<file path="src/rtl/if_id_stage.sv">
// Fetch stage and IF/ID pipeline register: PC, fetch capture, bubble/stall/redirect,
// and immediate field slicing of the registered instruction for the ID stage.
module if_id_stage #(
    parameter logic [31:0] RESET_PC  = 32'h0000_0000,
    parameter logic [31:0] NOP_INSTR = 32'h0000_0013
) (
    input  logic        clk,
    input  logic        rst,
    output logic [31:0] imem_addr,
    input  logic [31:0] imem_rdata,
    input  logic        imem_wait,
    input  logic        stall,
    input  logic        redirect,
    input  logic [31:0] redirect_pc,
    output logic        id_valid,
    output logic [31:0] id_pc,
    output logic [31:0] id_instr,
    output logic [4:0]  id_rs1,
    output logic [4:0]  id_rs2,
    output logic [4:0]  id_rd,
    output logic [4:0]  id_iimm_shamt,
    output logic [11:0] id_iimm,
    output logic [11:0] id_simm,
    output logic [11:0] id_bimm,
    output logic [19:0] id_uimm,
    output logic [19:0] id_jimm,
    output logic [2:0]  id_extop,
    output logic [31:0] fetch_cnt
);

    localparam logic [6:0] OP_IMM    = 7'b0010011;
    localparam logic [6:0] OP_LOAD   = 7'b0000011;
    localparam logic [6:0] OP_JALR   = 7'b1100111;
    localparam logic [6:0] OP_STORE  = 7'b0100011;
    localparam logic [6:0] OP_BRANCH = 7'b1100011;

    localparam logic [2:0] EXT_I     = 3'b010;
    localparam logic [2:0] EXT_S     = 3'b001;
    localparam logic [2:0] EXT_B     = 3'b100;
    localparam logic [2:0] EXT_NONE  = 3'b000;

    // Word alignment is enforced on every PC source so pc[1:0] stays 00.
    localparam logic [31:0] RESET_PC_ALIGNED = {RESET_PC[31:2], 2'b00};

    logic [31:0] r_pc;
    logic        r_id_valid;
    logic [31:0] r_id_pc;
    logic [31:0] r_id_instr;
    logic [31:0] r_fetch_cnt;

    logic [31:0] w_pc_plus4;
    logic [31:0] w_redirect_pc_aligned;
    logic [6:0]  w_opcode;

    assign w_pc_plus4            = r_pc + 32'd4;
    assign w_redirect_pc_aligned = {redirect_pc[31:2], 2'b00};

    always_ff @(posedge clk or posedge rst) begin
        if (rst) begin
            r_pc        <= RESET_PC_ALIGNED;
            r_id_valid  <= 1'b0;
            r_id_pc     <= 32'd0;
            r_id_instr  <= NOP_INSTR;
            r_fetch_cnt <= 32'd0;
        end else if (redirect) begin
            // Squash the wrong-path fetch; redirect outranks stall and imem_wait.
            r_pc       <= w_redirect_pc_aligned;
            r_id_valid <= 1'b0;
            r_id_pc    <= 32'd0;
            r_id_instr <= NOP_INSTR;
        end else if (stall) begin
            r_pc       <= r_pc;
            r_id_valid <= r_id_valid;
            r_id_pc    <= r_id_pc;
            r_id_instr <= r_id_instr;
        end else if (imem_wait) begin
            // ID keeps moving, so feed it a bubble while the fetch retries.
            r_pc       <= r_pc;
            r_id_valid <= 1'b0;
            r_id_pc    <= 32'd0;
            r_id_instr <= NOP_INSTR;
        end else begin
            r_pc        <= w_pc_plus4;
            r_id_valid  <= 1'b1;
            r_id_pc     <= r_pc;
            r_id_instr  <= imem_rdata;
            r_fetch_cnt <= r_fetch_cnt + 32'd1;
        end
    end

    assign imem_addr = r_pc;
    assign id_valid  = r_id_valid;
    assign id_pc     = r_id_pc;
    assign id_instr  = r_id_instr;
    assign fetch_cnt = r_fetch_cnt;

    assign w_opcode      = r_id_instr[6:0];
    assign id_rs1        = r_id_instr[19:15];
    assign id_rs2        = r_id_instr[24:20];
    assign id_rd         = r_id_instr[11:7];
    assign id_iimm_shamt = r_id_instr[24:20];
    assign id_iimm       = r_id_instr[31:20];
    assign id_simm       = {r_id_instr[31:25], r_id_instr[11:7]};
    assign id_bimm       = {r_id_instr[31], r_id_instr[7], r_id_instr[30:25], r_id_instr[11:8]};
    assign id_uimm       = r_id_instr[31:12];
    assign id_jimm       = {r_id_instr[31], r_id_instr[19:12], r_id_instr[20], r_id_instr[30:21]};

    // U and J formats are handled elsewhere in ID, so they decode to EXT_NONE here.
    always_comb begin
        id_extop = EXT_NONE;
        case (w_opcode)
            OP_IMM, OP_LOAD, OP_JALR: id_extop = EXT_I;
            OP_STORE:                 id_extop = EXT_S;
            OP_BRANCH:                id_extop = EXT_B;
            default:                  id_extop = EXT_NONE;
        endcase
    end

endmodule

</file>
<file path="config.mk">
export PLATFORM = sky130hd
export DESIGN_NAME = if_id_stage
export DESIGN_NICKNAME = d
export VERILOG_FILES = /design/src/rtl/if_id_stage.sv
export SDC_FILE = /design/constraint.sdc
export NUM_CORES = 1
export LEC_CHECK = 0
export CAP_MARGIN = 10
export CORE_MARGIN = 2
export CORE_UTILIZATION = 38
export CTS_CLUSTER_DIAMETER = 50
export DETAILED_ROUTE_END_ITERATION = 10
export PLACE_DENSITY_LB_ADDON = 0.1
export SLEW_MARGIN = 20
export SYNTH_ARGS = -nofsm -noshare
export SYNTH_HDL_FRONTEND = slang
export SYNTH_SLANG_ARGS = --single-unit
</file>
<file path="constraint.sdc">
create_clock -name clk -period 3.6 [get_ports clk]
set_input_delay 0.36 -clock clk [delete_from_list [all_inputs] [get_ports clk]]
set_output_delay 0.36 -clock clk [all_outputs]
set_load 0.05 [all_outputs]
</file>
# Yosys cells after proc, flatten, opt, wreduce, memory -nomap -nowiden
# Index checks and enable logic that the tools add are counted.
[totals] ff_bits=129 output_inout_bits=228 wordCells=33
[classes] add_sub_neg=2 n_eq_ne=7 muxes=13 n_bitwise=3 reduce_logical=3
[ops] cell="2-to-1 mux 32 bit" count=9
[ops] cell="adder 32 x 1 -> 32 bit (second input constant)" count=1
[ops] cell="adder 32 x 3 -> 32 bit (second input constant)" count=1
[ops] cell="equality test 7 bit (second input constant)" count=2
[ops] cell="one-hot mux 3 bit (3 select lines)" count=1
[ops] cell="equality test 7 x 2 -> 1 bit (second input constant)" count=1
[ops] cell="equality test 7 x 5 -> 1 bit (second input constant)" count=1
[ops] cell="equality test 7 x 6 -> 1 bit (second input constant)" count=1
[ops] cell="inequality test 2 x 1 -> 1 bit (second input constant)" count=2
[ops] cell="2-to-1 mux 1 bit" count=3
[ops] cell="inverter 1 bit" count=3
[ops] cell="AND reduction 3 bit" count=1
[ops] cell="OR reduction 3 bit" count=1
[ops] cell="AND reduction 2 bit" count=1

# Depth between registers and ports, before layout
[depth] ltp_word=4 ltp_mapped=6 ltp_nobuf=5

# Worst setup path before layout
# Ideal clock, no wire load.
[synth_path] path_type="reg-to-output" from="reg r_id_instr[1] (netlist: id_instr[1])" to="out id_extop[0]" arrival_ps=2357 slack_ps=883 stages_incl_launch_ff=3 path_cell_list="dfstp_2 > nand3b_1 > nor4_1"
[synth_between] elab_chain_cells=3 elab_cells_between_ends=7 cone_classes="eq/ne: 5; mux: 1; reduce/logical: 1"
[synth_rtl] item="start, declared" line="48" text="logic [31:0] r_id_instr;"
[synth_rtl] item="start signal, assigned" line="75" text="r_id_instr <= r_id_instr;"
[synth_rtl] item="start signal, assigned" line="86" text="r_id_instr <= imem_rdata;"
[synth_rtl] item="equality test 7 x 5 -> 1 bit (tied with other cells)" line="111" text="case (w_opcode)"
[synth_rtl] item="OR reduction 3 bit" line="111"
[synth_rtl] item="one-hot mux 3 bit (3 select lines) (*)" line="111"
[synth_rtl] item="end, declared" line="27" text="output logic [2:0] id_extop,"
# Mark *: on every way between the ends. The rest lies on a longest branch, timed or not.

# Worst setup path after layout
[layout_path] from="reg r_id_instr[0] (netlist: id_instr[0])" to="out id_extop[2]"
# The elaborated chain is that of the path after synthesis.

==> results.rst <==
.. list-table::
   :header-rows: 1

   * - Metric
     - Value
   * - Hold_ws
     - about 460 ps
   * - Fraction of post-synthesis cell area in the top cell type by area
     - 0.489
   * - Layout net count
     - about 870
   * - Worst ir drop on vdd
     - roughly 0.00034 V
   * - Number of global-route vias before repair
     - between 5000 and 6000
   * - Final min period
     - 2580 ps
   * - CP Data Arrival Time
     - roughly 2200 ps
   * - Crit path kind
     - reg2out
   * - Die boundary height
     - between 100 and 150 um
   * - Routed wire length
     - roughly 18000 um
   * - WL met2
     - 9440 um
   * - Leading register cell type out of synthesis
     - sky130_fd_sc_hd__dfrtp_1
   * - Finish-stage setup viols
     - 0
   * - Adder-cell share of the synthesized area
     - 0.00397
   * - Clk network pwr share
     - 0.426
   * - Synth top area cells
     - sky130_fd_sc_hd__dfrtp_1 49%, sky130_fd_sc_hd__buf_4 12%, sky130_fd_sc_hd__a22o_1 7.0%, sky130_fd_sc_hd__nand2_1 3.3%, sky130_fd_sc_hd__xor2_1 3.2%
   * - Final count of hold timing violations
     - 0
   * - Type of element capturing the critical path
     - primary output
   * - Setup repair after global routing missed its margin
     - false
   * - Number of flops mapped to enable cells by yosys
     - 0
   * - Count of inserted antenna diode cells
     - 0
   * - H-tree levels
     - 4
   * - Clock root buffer
     - sky130_fd_sc_hd__clkbuf_16
   * - Core Rows
     - 47
   * - Post-cts gate resize count
     - 0
   * - Post-Synthesis Cells
     - roughly 600
   * - Final routed wire length divided by cell count
     - between 15 and 20 um
   * - Top layer in use
     - met4
   * - Starting density of the core
     - 0.384
   * - CTS Sinks
     - 126
   * - Horizontal die dimension
     - 133 um
   * - Power share of the sequential group
     - 0.351
   * - M1 WL
     - 7520 um
   * - Congestion Overflow GR
     - 0
   * - Area growth syn-to-layout
     - 49.4%
   * - Critical path, cell by cell
     - nand3b_1, nor4_1, clkdlybuf4s50_1
   * - Clock latency of the later-clocked register in the worst-skew pair
     - slightly above 400 ps
   * - Switching part of the total
     - 0.306
   * - Transition at the pin with the smallest max-transition slack
     - 868 ps
   * - Pin count of the biggest net entering global routing
     - 55
   * - Share of the synthesized area in compound gates (AO/OA/AOI/OAI)
     - 0.127
   * - Cell type with the highest aggregate area in the netlist
     - sky130_fd_sc_hd__dfrtp_1
   * - Initial antenna violation count
     - 0
   * - Final standard cell utilization of the core
     - 0.574
   * - Drt via density
     - 5.15
   * - Highest cell delay on the worst timing path
     - around 860 ps
   * - Worst path slowest cell
     - sky130_fd_sc_hd__clkdlybuf4s50_1
   * - Share of flip-flops with an asynchronous set or reset
     - 1.00
   * - Count of maximum capacitance violations
     - 0
   * - Floorplan core area
     - between 15000 and 20000 um2
   * - Area of the mapped netlist
     - about 6300 um2
   * - Period utilization
     - 0.718
   * - PD cells
     - between 400 and 500 nW/um2
   * - Buffers inserted by post-CTS timing repair
     - 0
   * - Data required time at the worst endpoint
     - 3240 ps
   * - Outcome
     - finished, final reports clean
   * - Largest family of logic cells by synthesized area
     - simple AND/OR/NAND/NOR gates
   * - Die Outline Area
     - 17600 um2
   * - Critical path startpoint category
     - register
   * - Sequential fraction of the synthesis area
     - 0.501
   * - Type of the most critical hold path
     - in2async
   * - Worst slew slack as a fraction of its limit
     - 0.420
   * - Layout cells sized above 1
     - 0.0592
   * - Number of remaining DRC errors
     - 0
   * - Total length of routed met3 wires
     - between 1000 and 1500 um
   * - Final Wtd Congestion
     - about 0.87
   * - Combinational share of power
     - 0.222
   * - Half-perimeter wire length after placement
     - around 13000 um
   * - TritonCTS clock tree
     - yes
   * - Leak Pwr
     - ~0.0039 uW
   * - Psw
     - between 1000 and 1500 uW
   * - Number of warnings issued by yosys
     - 0
   * - Pint
     - 3210 uW
   * - #FFs+latches synth
     - around 130
   * - Fmax
     - between 300 and 400 MHz
   * - Remaining number of nets flagged by the antenna check after routing
     - 0
   * - All-Layer GR Usage
     - 0.210
   * - Violation count after the first detailed-route iteration
     - roughly 230
   * - Hold-fix buffers at CTS
     - 0
   * - Clock tree skew after final layout
     - between 5 and 6 ps
   * - Highest net fanout along the worst path
     - 3
   * - Wire length of the first global-routing pass
     - 28800 um
   * - Clock input transition at the sequential cells of the worst setup and hold paths
     - ~60 ps
   * - Number of iterations in the first detailed-routing pass
     - 4
   * - Largest buffer count on any clock path
     - 2
   * - Boundary pin count
     - 297
   * - Syn_area_per_cell
     - 10.4 um2
   * - Mux share of post-synthesis cell area
     - 0.00159
   * - Final-layout setup total negative slack
     - 0 ps
   * - Max-slew violation total from the final report
     - 0
   * - XOR/XNOR Fraction of Synth Area
     - 0.0584
   * - Library cells used by synthesis
     - 49
   * - Clock buffer count from CTS
     - 17
   * - Count of vias placed by the detailed router
     - 5313
   * - PortBufs
     - 292
   * - Share of synthesized cell area in and, or, nand and nor gates
     - 0.163
[worst paths after layout]
path / slack [ps] / cells past startpoint / to / startpoint
worst max-delay path: 1020 / 3 / id_extop[2] / id_instr[0]
worst min-delay path: 460 / 2 / fetch_cnt[30] / rst
worst max register to register: 1490 / 5 / imem_addr[26] / imem_addr[2]
worst min register to register: 480 / 1 / fetch_cnt[31] / fetch_cnt[31]
max in group asynchronous: 2320 / 3 / id_instr[1] / rst
min in group clk: 480 / 1 / fetch_cnt[31] / fetch_cnt[31]
[placed cells by master, fill, tap and decap left out, types with 4 or more instances in the layout]
master / count
sky130_fd_sc_hd__nand4_1: 16
sky130_fd_sc_hd__nand2_1: 55
sky130_fd_sc_hd__a22o_1: 50
sky130_fd_sc_hd__clkbuf_16: 17
sky130_fd_sc_hd__clkdlybuf4s50_1: 292
sky130_fd_sc_hd__dfrtp_1: 123
sky130_fd_sc_hd__inv_1: 13
sky130_fd_sc_hd__or3_1: 4
sky130_fd_sc_hd__xnor2_1: 19
sky130_fd_sc_hd__o31ai_1: 9
sky130_fd_sc_hd__nor3_1: 9
sky130_fd_sc_hd__and4_1: 7
sky130_fd_sc_hd__o21ai_0: 23
sky130_fd_sc_hd__nor2_1: 20
sky130_fd_sc_hd__bufinv_16: 6
sky130_fd_sc_hd__buf_4: 4
sky130_fd_sc_hd__xor2_1: 23
sky130_fd_sc_hd__nand3_1: 23
sky130_fd_sc_hd__a31oi_1: 12
sky130_fd_sc_hd__nor4_1: 13
sky130_fd_sc_hd__and2_1: 4
sky130_fd_sc_hd__or4_1: 13
sky130_fd_sc_hd__and3_1: 4
[state kept, by name, indices dropped and copies added (netlist names)]
signal and flops:
id_pc 31, id_instr 32, id_valid 1, fetch_cnt 32
imem_addr 30
[power by group through the flow]
stage               Sequential, uW  Combinational (uW)  Clock, uW
floorplan                     1910                 401          0
global placement              1640                1030          0
detailed placement            1650                1040          0
CTS                           1620                1040       2020
global route                  1640                1080       2080
finish                        1620                1030       1970
[cell type report]
class	instances	area [um2]
fillers	1360	7000
flip-flops and latches	126	3160
repair buffers	298	2990
multi-input cells	341	2250
clock buffers	21	470
well taps	220	275
clock inverters	11	210
inverters	14	56.3
[synth_stat cells (all sizes together) (3+ instances only)]
cell and instances:
nand3 23, xor2 23, or4b 3, nor2 20, buf 101, and4 7
dfrtp 123, nand2 55, nor4 13, a22o 50, or3 4, and2 4
o21ai 23, a31oi 12, xnor2 19, and3 4, clkbuf 26, dfstp 3
o22a 3, nor3 10, nand4 16, o31ai 9, inv 14, or4 14
[routing by layer]
layer,vias to the layer above,track usage
li1,2455,-
met1,2625,0.254
met2,205,0.362
met3,28,0.0502
met4,0,0.0800
met5,-,0
[worst max-delay path, delay by kind of cell (launching register included)]
kind	cells	cell delay (ps)
buffers and inverters	1	860
DFF	1	560
and+or+nand+nor	2	400
[metrics by stage]
step	total power, uW	instance area, um2	std cells	setup slack [ps]
after CTS	4680	9410	1031	985
after global placement	2670	8730	999	890
after detailed placement	2680	8730	999	840
final	4620	9410	1031	1020
after floorplan	2310	6310	608	883
after global routing	4800	9410	1031	870
[cells by family after synthesis]
group                    Yosys count
other                              1
AO/OA/AOI/OAI                    106
flip-flops                       126
buffers and inverters            141
multiplexers                       1
AND/OR/NAND/NOR                  188
XOR/XNOR                          42
adder cells (fa/ha/maj)            2
No activity file was read; power rests on OpenSTA's default activity.
